==> src/rtl/riscv_pkg.sv <==
// Shared definitions for the fetch/decode slice.
//  - RV32I major opcode values used by the control decoder
//  - NOP_INSTR: canonical nop (addi x0, x0, 0) loaded into the IR on reset
//  - fetchState_t: fetch FSM state encoding
package riscv_pkg;

   localparam logic [6:0] OP_R     = 7'b0110011;
   localparam logic [6:0] OP_I     = 7'b0010011;
   localparam logic [6:0] OP_S     = 7'b0100011;
   localparam logic [6:0] OP_B     = 7'b1100011;
   localparam logic [6:0] OP_JAL   = 7'b1101111;
   localparam logic [6:0] OP_JALR  = 7'b1100111;
   localparam logic [6:0] OP_AUIPC = 7'b0010111;
   localparam logic [6:0] OP_LW    = 7'b0000011;

   localparam logic [31:0] NOP_INSTR = 32'h0000_0013;

   typedef enum logic [1:0] {
      FETCH = 2'd0,
      EXEC  = 2'd1,
      HALT  = 2'd2
   } fetchState_t;

endpackage

==> src/rtl/next_pc_sel.sv <==
// Combinational next-PC selection and alignment check.
// Ports:
//  pc, pcPlus4       current PC and its sequential successor
//  rs1Data, imm      jalr base and sign-extended immediate
//  BranchEQ/BranchNE/JalFunct/PCMux/zero   decoder controls and ALU zero flag
//  nextPc            selected target (jalr > jal > taken branch > pc+4)
//  misaligned        nextPc[1] set; bit 0 is cleared for jalr and ignored otherwise
module next_pc_sel #(
   parameter int XLEN = 32
) (
   input  logic [XLEN-1:0] pc,
   input  logic [XLEN-1:0] pcPlus4,
   input  logic [XLEN-1:0] rs1Data,
   input  logic [XLEN-1:0] imm,
   input  logic            BranchEQ,
   input  logic            BranchNE,
   input  logic            JalFunct,
   input  logic            PCMux,
   input  logic            zero,
   output logic [XLEN-1:0] nextPc,
   output logic            misaligned
);
   import riscv_pkg::*;

   logic [XLEN-1:0] jalrTarget;
   logic [XLEN-1:0] relTarget;
   logic            branchTaken;

   assign jalrTarget  = (rs1Data + imm) & ~XLEN'(1);
   assign relTarget   = pc + imm;
   assign branchTaken = (BranchEQ & zero) | (BranchNE & ~zero);

   always_comb begin
      nextPc = pcPlus4;
      if (PCMux)
         nextPc = jalrTarget;
      else if (JalFunct || branchTaken)
         nextPc = relTarget;
   end

   assign misaligned = nextPc[1];

endmodule

==> src/rtl/pc_fetch_unit.sv <==
// Program counter and instruction fetch stage feeding the control decoder.
// Owns the PC and the instruction register and runs the fetch/execute handshake
// on the shared memory bus.
// Ports:
//  clk, rst          clock, synchronous active-high reset
//  instr_req         fetch request (bus owned by fetch while high)
//  instr_rdata/ready instruction word from memory and its valid strobe
//  ex_stall          hold the current instruction in EXEC
//  BranchEQ/BranchNE/JalFunct/PCMux, zero, imm, rs1_data   next-PC inputs
//  pc, pc_plus4, instr, exec_en   fetch outputs to the datapath
//  misalign_err      sticky: a committed target had bit 1 set
//  instret           retired-instruction count (RETIRE_COUNT_EN builds only)
// Build option: define RETIRE_COUNT_EN to add the instret counter and port.
//
// state | meaning
// FETCH | bus request out; waiting for instr_ready to load the IR
// EXEC  | IR valid (exec_en=1); PC commits when ex_stall drops
// HALT  | misaligned target seen; frozen until rst
module pc_fetch_unit
   import riscv_pkg::*;
#(
   parameter int              XLEN     = 32,
   parameter logic [XLEN-1:0] RESET_PC = XLEN'(32'h0040_0000)
) (
   input  logic            clk,
   input  logic            rst,
   output logic            instr_req,
   input  logic [XLEN-1:0] instr_rdata,
   input  logic            instr_ready,
   input  logic            ex_stall,
   input  logic            BranchEQ,
   input  logic            BranchNE,
   input  logic            JalFunct,
   input  logic            PCMux,
   input  logic            zero,
   input  logic [XLEN-1:0] imm,
   input  logic [XLEN-1:0] rs1_data,
   output logic [XLEN-1:0] pc,
   output logic [XLEN-1:0] pc_plus4,
   output logic [XLEN-1:0] instr,
   output logic            exec_en,
`ifdef RETIRE_COUNT_EN
   output logic [63:0]     instret,
`endif
   output logic            misalign_err
);

   fetchState_t     state;
   logic [XLEN-1:0] nextPc;
   logic            misaligned;

   assign pc_plus4 = pc + XLEN'(4);

   next_pc_sel #(.XLEN(XLEN)) u_next_pc_sel (
      .pc         (pc),
      .pcPlus4    (pc_plus4),
      .rs1Data    (rs1_data),
      .imm        (imm),
      .BranchEQ   (BranchEQ),
      .BranchNE   (BranchNE),
      .JalFunct   (JalFunct),
      .PCMux      (PCMux),
      .zero       (zero),
      .nextPc     (nextPc),
      .misaligned (misaligned)
   );

   // instr_req is registered, so the first cycle after reset sits in FETCH with
   // the request still low; a response is only accepted while the request is up.
   always_ff @(posedge clk) begin
      if (rst) begin
         state        <= FETCH;
         pc           <= RESET_PC;
         instr        <= XLEN'(NOP_INSTR);
         exec_en      <= 1'b0;
         instr_req    <= 1'b0;
         misalign_err <= 1'b0;
`ifdef RETIRE_COUNT_EN
         instret      <= 64'd0;
`endif
      end else begin
         case (state)
            FETCH: begin
               if (instr_req && instr_ready) begin
                  instr     <= instr_rdata;
                  state     <= EXEC;
                  exec_en   <= 1'b1;
                  instr_req <= 1'b0;
               end else begin
                  instr_req <= 1'b1;
               end
            end
            EXEC: begin
               if (!ex_stall) begin
                  exec_en <= 1'b0;
                  if (misaligned) begin
                     misalign_err <= 1'b1;
                     state        <= HALT;
                  end else begin
                     pc        <= nextPc;
                     state     <= FETCH;
                     instr_req <= 1'b1;
`ifdef RETIRE_COUNT_EN
                     instret   <= instret + 64'd1;
`endif
                  end
               end
            end
            HALT: begin
               exec_en   <= 1'b0;
               instr_req <= 1'b0;
            end
            default: begin
               state     <= HALT;
               exec_en   <= 1'b0;
               instr_req <= 1'b0;
            end
         endcase
      end
   end

endmodule

==> config.mk <==
export PLATFORM = sky130hd
export DESIGN_NAME = pc_fetch_unit
export DESIGN_NICKNAME = d
export VERILOG_FILES = /design/src/rtl/riscv_pkg.sv /design/src/rtl/next_pc_sel.sv /design/src/rtl/pc_fetch_unit.sv
export SDC_FILE = /design/constraint.sdc
export NUM_CORES = 1
export LEC_CHECK = 0
export CORE_MARGIN = 1
export CORE_UTILIZATION = 45
export CTS_CLUSTER_SIZE = 20
export DETAILED_ROUTE_END_ITERATION = 8
export GPL_TIMING_DRIVEN = 0
export PLACE_DENSITY = 0.77
export SYNTH_ARGS = -nofsm -noshare
export SYNTH_HDL_FRONTEND = slang
export SYNTH_SLANG_ARGS = --single-unit
==> constraint.sdc <==
create_clock -name clk -period 6.4 [get_ports clk]
set_input_delay 1.28 -clock clk [delete_from_list [all_inputs] [get_ports clk]]
set_output_delay 1.28 -clock clk [all_outputs]
set_load 0.1 [all_outputs]
==> Yosys cells after proc, flatten, opt, wreduce, memory -nomap -nowiden <==
Cells that the tools add are included.
{ "word_totals": {"latchBits": 0, "word_cells": 43, "output_inout_bits": 99, "register_bits": 68, "ram_bits": 0, "mem_count": 0, "inputBits": 105, "rom_bits": 0} }
{ "op_classes": {"n_lt_le_gt_ge": 0, "multipliers": 0, "n_mux": 13, "eq_ne": 5, "div": 0, "bitwise_logic": 7, "n_reduce_logical": 9, "shifts": 0, "add_sub_neg": 3} }
{ "ops": {"columns": ["operator", "count"], "rows": [
  ["32-bit adder", 2],
  ["32-bit 2-to-1 mux", 2],
  ["32-bit by 3-bit adder with 32-bit output (second input constant)", 1],
  ["3-bit AND reduction", 3],
  ["2-bit 2-to-1 mux", 3],
  ["2-bit != test (second input constant)", 3],
  ["2-bit one-hot mux with 3 select lines", 1],
  ["2-bit AND reduction", 3],
  ["1-bit 2-to-1 mux", 5],
  ["1-bit NOT", 4],
  ["1-bit one-hot mux with 2 select lines", 2],
  ["1-bit AND", 2],
  ["2-bit by 1-bit == test with 1-bit output (second input constant)", 1],
  ["2-bit == test (second input constant)", 1],
  ["2-bit zero test", 1],
  ["1-bit logical AND", 1],
  ["1-bit logical OR", 1],
  ["1-bit bitwise OR", 1]
]} }

==> Logic depth before layout (Yosys ltp) <==
Gate-level depths: netlist (run 1).
{ "depth": {"ltp_word": 9, "mapped_depth": 11, "depth_no_buf": 11} }

==> Cells and area by module <==
From an unflattened synthesis (run 1), not the netlist that was laid out.
{ "hier_totals": {"cells_unflattened": 960, "hier_area_um2": 6945.4} }
{ "by_module_without_submodules": {"columns": ["mod", "cells_per_inst", "seq_area_each_um2", "instances", "area_per_inst_um2"], "rows": [
  ["next_pc_sel", 579, 0.0, 1, 3957.5],
  ["pc_fetch_unit", 381, 1381.3, 1, 2987.9]
]} }

==> Worst setup path after synthesis (run 1) <==
Ideal clock, no wire load.
{ "synth_timing": {"path_kind": "register to output", "startpoint": "reg pc[17]", "endpoint": "out pc_plus4[28]", "setup_slack_ps": 1338, "t_arrival_ps": 3782, "path_buffers": 0, "required_time_ps": 5120, "stages_incl_launch_ff": 6, "cell_sequence": "dfxtp_1 -> nand4_2 -> nor4_2 -> and3_2 -> nand3_1 -> xnor2_1"} }
{ "synth_via": {"elab_chain_len": 1} }
{ "synth_lines": {"columns": ["element", "line_no", "source"], "rows": [
  ["start, declared", "pc_fetch_unit.sv:38", "output logic [XLEN-1:0] pc,"],
  ["start signal, assigned", "pc_fetch_unit.sv:100", "pc <= nextPc;"],
  ["32-bit by 3-bit adder with 32-bit output", "pc_fetch_unit.sv:52", "assign pc_plus4 = pc + XLEN'(4);"],
  ["end, declared", "pc_fetch_unit.sv:39", "output logic [XLEN-1:0] pc_plus4,"]
]} }
No other way between the ends.

==> Worst setup path in the final report (run 1) <==
{ "layout_timing": {"startpoint": "reg pc[4]", "endpoint": "out pc_plus4[23]"} }
Same word-level chain as after synthesis.

==> out/results.md, run 1 <==
| Quantity | Reported | Unit |
|---|---|---|
| Status | finished clean | - |
| Vias | 7,866 | - |
| Total negative slack for setup checks | 0 | ns |
| Area of the multi-input gates | 5140 | um^2 |
| Cell types occupying the most area after synthesis | dfxtp_1 20%, ha_1 12%, a21oi_1 8.3% | - |
| Via count of the first global-routing pass | 7,179 | - |
| Max capacitance violation total | 0 | - |
| Setup Viol. Count Final | 0 | - |
| Cell at the root of the clock tree | clkbuf_16 | - |
| Count of cells along the worst register-to-register path | 10 | - |
| Synthesized instance count | 917 | - |
| Capturing element type of the critical path | output port | - |
| Startpoint of the lowest-slack hold path | instr[3] | - |
| Number of enable flip-flop cells after synthesis | 0 | - |
| IO buf count | 200 | - |
| Setup clock skew after layout | 0.0121 | ns |
| Type of the setup path with the least slack | reg -> out | - |
| Worst r2r src | pc[8] | - |
| Largest stage delay on the critical path | 1.21 | ns |
| TritonCTS clock tree | yes | - |
| Worst hold path stage count | 2 | - |
| H-Tree Level Count | 3 | - |
| X dimension of the die | 124 | um |
| CP arrival | 3.82 | ns |
| Portion of the clock cycle consumed by the worst path in the final layout | 0.797 | - |
| Post-CTS Repair Setup Buffers | 0 | - |
| Async set or reset register ratio after synthesis | 0 | - |
| Clock-pin slew reported for the worst setup and hold paths after clock tree synthesis | 0.06 | ns |
| Type of the most critical hold path | reg -> reg | - |
| Critical path's most frequent cell | nand4_1 | - |
| Worst Tran Pin Value | 1.01 | ns |
| Post-detailed-placement half-perimeter wirelength | 19,100 | um |
| Netlist area before placement | 6750 | um^2 |
| Number of inserted diodes | 0 | - |
| Standby leakage power | 3.74 | nW |
| Remaining DRCs | 0 | - |
| Most used standard cells in the synthesized netlist | 135 x nand2_1, 112 x a21oi_1, 72 x nor2_1 | - |
| Per-cell routed wire length | 18.3 | um |
| Worst Path Buf+Inv | 1 | - |
| Floorplan core area | 14,600 | um^2 |
| Fin area | 9300 | um^2 |
| Dominant synthesized flop cell | dfxtp_1 | - |
| Placed inst area | 8980 | um^2 |
| Rows | 44 | - |
| Number of top-level pins | 204 | - |
| Series of cell instances along the critical path | nand4_1 -> nor2_1 -> nand4_1 -> nor4_1 -> xor2_1 -> clkdlybuf4s50_1 | - |
| Most area-hungry cell type in the Yosys netlist | dfxtp_1 | - |
| Area share of the largest cell type after synthesis | 0.202 | - |
| Largest fanout on the critical path | 8 | - |
| Area growth syn-to-layout | 37.8 | % |
| Highest clock rate | 0.196 | GHz |
| Residual overflow from global routing | 0 | - |
| R2r setup slk | 3.18 | ns |
| Wire length of the first global-routing pass | 37,800 | um |
| Remaining antenna violation count | 0 | - |
| Post-layout minimum cycle time | 5.10 | ns |
| Mapped Avg Cell Area | 7.36 | um^2 |
| Clock latency on the worst-skew pair | 0.34 | ns |
| Die area | 15,500 | um^2 |
| Required time of the worst setup path | 5.12 | ns |
| Sequential area share after synthesis | 0.202 | - |
| Floorplan die height | 124 | um |
| Fraction of layout instances using a drive strength above 1 | 0.0423 | - |
| Maximum root-to-sink buffer count | 2 | - |
| Hold-fix buffer count after cts | 0 | - |
| Worst IR Drop VDD | 0.000131 | V |
| Synth unique cells | 80 | - |
| Initial antenna violation count | 0 | - |
| Pwr/cell area | 180 | nW/um^2 |
| Crit start category | flop | - |
| CTS-repair resized insts | 0 | - |
| End of the worst register-to-register path | pc[28] | - |
| Placer congestion estimate | 0.941 | - |
| Endpoint of the worst hold path | instr[3] | - |
| Starting density of the core | 0.462 | - |
| Via-to-Cell Ratio | 5.97 | - |
| Number of synthesized register bits | 68 | - |
| Detailed-routing iteration count for the pre-antenna-repair pass | 5 | - |
| Pin count of the biggest net entering global routing | 13 | - |
| Relative slew margins | 0.326 | - |
| Area of all sequential standard cells | 1360 | um^2 |
| Total global routing track utilization | 0.303 | - |
| Starting DRT DRC Count | 875 | - |
| Cell type group with the largest total delay on the critical path | simple AND/OR/NAND/NOR gates | - |
| Critical-path cell with the highest stage delay | clkdlybuf4s50_1 | - |
| CTS sink cnt | 68 | - |
| Number of filler cells placed in the layout | 1,325 | - |
| Setup repair after global routing missed its margin | no | - |
| Max-slew violations | 0 | - |
| Count leader, synth | nand2_1 | - |
| Final wirelength | 24,100 | um |
| CTS buffer count | 9 | - |
| Number of warnings reported in the yosys synthesis log | 0 | - |
| Post-layout nets | 1,297 | - |
| Count of final hold-check violations | 0 | - |
-- registers in the layout (all words and copies together), names as in the netlist --
signal	count
instr_req	1
state	2
misalign_err	1
instr	32
pc	31
exec_en	1
-- cell usage in the layout (no fill, tap or decap), types with 15 or more instances in the layout --
cell type        count
nor3_1              22
a21o_1              29
inv_1               25
nand2_1            135
clkdlybuf4s50_1    200
nand4_1             15
a211oi_1            22
dfxtp_1             68
nand3_1             30
a21oi_1            112
xnor2_1             35
nor2_1              72
ha_1                62
o21ai_0             39
clkbuf_1            29
xor2_1              36
-- cell families after synthesis --
logic type      share of synthesized area
buf+inv                            0.0373
simple gates                        0.251
mux                               0.00594
flops                               0.202
compound gates                      0.291
other cells                      0.000556
fa+ha+maj                           0.118
xor+xnor                           0.0946
-- metal layers --
| metal | routed length (um) | GRT usage | up-vias |
|---|---|---|---|
| met1 | 10400 | 0.411 | 3616 |
| met5 | 0 | 0 | - |
| met4 | 402 | 0.0780 | 0 |
| li1 | - | - | 3784 |
| met3 | 2320 | 0.0438 | 35 |
| met2 | 11000 | 0.500 | 431 |
-- metrics by stage --
step / hold slack (ns) / utilization / setup slack [ns] / instances / power (mW)
finish: 0.452 / 0.637 / 1.30 / 1318 / 1.67
global route: 0.466 / 0.637 / 1.21 / 1318 / 1.74
CTS: 0.453 / 0.637 / 1.40 / 1318 / 1.66
detailed placement: 0.445 / 0.616 / 1.44 / 1302 / 1.13
global placement: 0.441 / 0.616 / 1.47 / 1302 / 1.13
floorplan: 0.498 / - / 1.34 / 918 / 0.925
-- worst register-to-register path: cells and delay by family, from the launching register on --
family	cells	cell delay [ns]
flops	1	0.40
compound gates	6	1.15
simple gates	2	0.86
fa+ha+maj	1	0.41
mux	1	0.27
-- layout make-up --
type | count | area share
buffer | 38 | 0.0170
clock buffer | 9 | 0.0242
clock inverter | 7 | 0.00982
inverter | 25 | 0.0101
multi-input combinational | 787 | 0.552
sequential | 68 | 0.146
tap | 184 | 0.0248
timing repair buffer | 200 | 0.215
-- report_power, final --
group / switching (mW) / internal [mW] / leakage, nW
combinational: 0.442 / 0.232 / 3.03
sequential: 0.0181 / 0.442 / 0.552
clock: 0.199 / 0.340 / 0.155
-- worst max-delay path by stage --
stage,to,slack (ns),start,cells after the start
floorplan,pc_plus4[28],1.34,pc[17],5
global route,pc_plus4[22],1.21,pc[2],7
global placement,pc[30],1.47,imm[1],12
detailed placement,pc[30],1.44,imm[1],12
CTS,pc_plus4[23],1.40,pc[4],6
finish,pc_plus4[23],1.30,pc[4],6
(Power assumes the default switching activity.)
==> inputs of run 2 (changes only) <==
==> constraint.sdc (replaced) <==
create_clock -name clk -period 5.35 [get_ports clk]
set_input_delay 1.07 -clock clk [delete_from_list [all_inputs] [get_ports clk]]
set_output_delay 1.07 -clock clk [all_outputs]
set_load 0.1 [all_outputs]
==> results of run 2 <==
Same layout as run 1 (identical final DEF). Status: finished clean.
Among the figures that moved: setup slack after placement 1.44 ns -> 0.604 ns; setup slack after layout 1.30 ns -> 0.461 ns; register-to-register setup slack 3.18 ns -> 2.13 ns; total power 1.67 mW -> 2.00 mW; worst IR drop on VDD 0.000131 V -> 0.000157 V
==> inputs of run 3 (changes only) <==
--- a/config.mk
+++ b/config.mk
@@ -9,8 +9,8 @@
 export CORE_UTILIZATION = 45
 export CTS_CLUSTER_SIZE = 20
 export DETAILED_ROUTE_END_ITERATION = 8
+export DONT_BUFFER_PORTS = 1
 export GPL_TIMING_DRIVEN = 0
-export PLACE_DENSITY = 0.77
 export SYNTH_ARGS = -nofsm -noshare
 export SYNTH_HDL_FRONTEND = slang
 export SYNTH_SLANG_ARGS = --single-unit
==> out/results.md, run 3 (synthesis gave the netlist of run 1 again) <==
| Quantity | Reported | Unit | Delta |
|---|---|---|---|
| Status | finished clean | - |  |
| Rows | 44 | - | unchanged |
| Max-slew violations | 0 | - | unchanged |
| Tightest hold margin | 0.534 | ns | +0.0821 ns |
| Largest fanout on the critical path | 8 | - | unchanged |
| Standby leakage power | 3.42 | nW | -8.6% |
| CTS-repair resized insts | 0 | - | unchanged |
| Total global routing track utilization | 0.301 | - | -0.00194 |
| Setup Viol. Count Final | 0 | - | unchanged |
| Cells after DPL | 1,153 | - | -11% |
| Highest clock rate | 0.203 | GHz |  |
| Worst Tran Pin Value | 1.35 | ns | +0.339 ns |
| Fraction of layout instances using a drive strength above 1 | 0.101 | - | +0.0582 |
| DR WL met2 | 10,800 | um | -1.3% |
| Number of top-level pins | 204 | - | unchanged |
| Total negative slack for setup checks | 0 | ns | unchanged |
| Residual overflow from global routing | 0 | - | unchanged |
| Capturing element type of the critical path | output port | - |  |
| Pin count of the biggest net entering global routing | 14 | - | +1 |
| Commonest non-fill, non-tap cells in the layout | 135 x nand2_1, 112 x a21oi_1, 72 x nor2_1 | - |  |
| Clock-pin slew reported for the worst setup and hold paths after clock tree synthesis | 0.06 | ns | about the same |
| Wire length of the first global-routing pass | 37,300 | um | -1.3% |
| Portion of the clock cycle consumed by the worst path in the final layout | 0.920 | - |  |
| Type of the most critical hold path | reg -> reg | - |  |
| Setup clock skew after layout | 0.0118 | ns | -0.000253 ns |
| End of the worst register-to-register path | pc[24] | - |  |
| IO buf count | 0 | - | -100% |
| Area growth syn-to-layout | 22.4 | % |  |
| Vias | 7,177 | - | -8.8% |
| Die area | 15,500 | um^2 | unchanged |
| Starting DRT DRC Count | 665 | - | -24% |
| Crit start category | flop | - |  |
| Worst hold path stage count | 2 | - | unchanged |
| CTS buffer count | 9 | - | unchanged |
| Setup repair after global routing missed its margin | no | - |  |
| Number of inserted diodes | 0 | - | unchanged |
| Startpoint of the lowest-slack hold path | state[0] | - |  |
| Post-layout nets | 1,148 | - | -11% |
| Clock latency on the worst-skew pair | 0.33 | ns | about the same |
| Met3 wirelength from detailed routing | 2300 | um | -0.48% |
| Final worst slack | 0.430 | ns |  |
| Final wirelength | 23,800 | um | -1.3% |
| Worst r2r src | pc[16] | - |  |
| Number of standard cells in the final layout excluding fillers | 1,169 | - | -11% |
| Remaining DRCs | 0 | - | unchanged |
| Most frequent standard cell in the layout excluding fill and tap cells | nand2_1 | - |  |
| Post-layout minimum cycle time | 4.92 | ns |  |
| Remaining antenna violation count | 0 | - | unchanged |
| Pwr/cell area | 227 | nW/um^2 |  |
| Cell at the root of the clock tree | clkbuf_16 | - |  |
| Floorplan core area | 14,600 | um^2 | unchanged |
| Floorplan die height | 124 | um | unchanged |
| Reg with most FFs | instr | - |  |
| Relative slew margins | 0.0980 | - | -0.228 |
| Post-detailed-placement half-perimeter wirelength | 19,100 | um | about the same |
| Starting density of the core | 0.462 | - | unchanged |
| Metal-1 WL | 10,000 | um | -3.8% |
| Required time of the worst setup path | 4.28 | ns |  |
| Maximum root-to-sink buffer count | 2 | - | unchanged |
| Leading registers by flop count | instr: 32 flops, pc: 31 flops, state: 2 flops | - |  |
| Initial antenna violation count | 0 | - | unchanged |
| CP arrival | 3.85 | ns | +0.03 ns |
| Count of final hold-check violations | 0 | - | unchanged |
| R2r setup slk | 0.94 | ns |  |
| Post-CTS Repair Setup Buffers | 0 | - | unchanged |
| CTS sink cnt | 68 | - | unchanged |
| TritonCTS clock tree | yes | - |  |
| Max capacitance violation total | 0 | - | unchanged |
| X dimension of the die | 124 | um | unchanged |
| Endpoint of the worst hold path | state[0] | - |  |
| Hold-fix buffer count after cts | 0 | - | unchanged |
| Max reg flops | 32 | - | unchanged |
| Detailed-routing iteration count for the pre-antenna-repair pass | 5 | - | unchanged |
| Per-cell routed wire length | 20.3 | um | +11% |
| Via-to-Cell Ratio | 6.14 | - | +2.9% |
| Placer congestion estimate | 0.923 | - | -2.0% |
| Type of the setup path with the least slack | reg -> out | - |  |
| Via count of the first global-routing pass | 6,800 | - | -5.3% |
| H-Tree Level Count | 3 | - | unchanged |
| Utilization after layout | 0.566 | - | -0.0715 |
| Highest signal layer in the routed design | met4 | - |  |
| Pre-CTS worst setup slack | 0.859 | ns |  |
| Worst IR Drop VDD | 0.000148 | V |  |
| Count of cells along the worst register-to-register path | 8 | - | -2 |
## run 3: changes by cell type in the layout (fill, tap and decap cells not counted), sizes merged
| cell | before | now |
|---|---|---|
| clkinv | 4 | 1 |
| inv | 25 | 27 |
| clkdlybuf4s50 | 200 | 0 |
| clkbuf | 38 | 39 |
| bufinv | 2 | 1 |
| buf | 9 | 60 |
| clkinvlp | 1 | 2 |
## run 3: worst max path at each step
stage                     startpoint           end  slack, ns
after detailed placement      pc[16]  pc_plus4[24]       0.86
after floorplan               pc[17]  pc_plus4[28]       0.50
after CTS                     pc[16]  pc_plus4[24]       0.50
after global placement         pc[7]  pc_plus4[23]       0.02
after global routing          pc[16]  pc_plus4[24]       0.40
final                         pc[16]  pc_plus4[24]       0.43
## run 3: layout make-up
class / count / area [um^2]
buffer: 38 / 158
clock inverter: 6 / 71.3
fill: 1393 / 6330
clock buffer: 10 / 239
timing repair buffer: 51 / 762
sequential: 68 / 1360
inverter: 25 / 93.8
tap: 184 / 230
multi-input combinational: 787 / 5340
## run 3: layer usage
layer / up-vias / global-route usage
met5: - / 0
met4: 0 / 0.0985
met3: 52 / 0.0777
met2: 355 / 0.484
met1: 3283 / 0.389
li1: 3487 / -
## run 3: critical path, cell delays in order, from the launching register on
cell     delay [ns]
dfxtp_1        1.20
nand4_2        0.35
nor4_2         0.58
and3_2         0.34
xor2_2         1.04
## run 3: power by group
part	total, mW	internal, mW	switching [mW]
Clock	0.618	0.378	0.240
Sequential	0.712	0.529	0.183
Combinational	0.547	0.199	0.348
Total	1.88	1.11	0.771
## run 3: through the flow
step | cell area [um^2] | total power [mW]
after global routing | 8250 | 1.96
final | 8250 | 1.88
after global placement | 6980 | 1.22
after CTS | 8250 | 1.88
after floorplan | 6750 | 1.11
after detailed placement | 7940 | 1.26
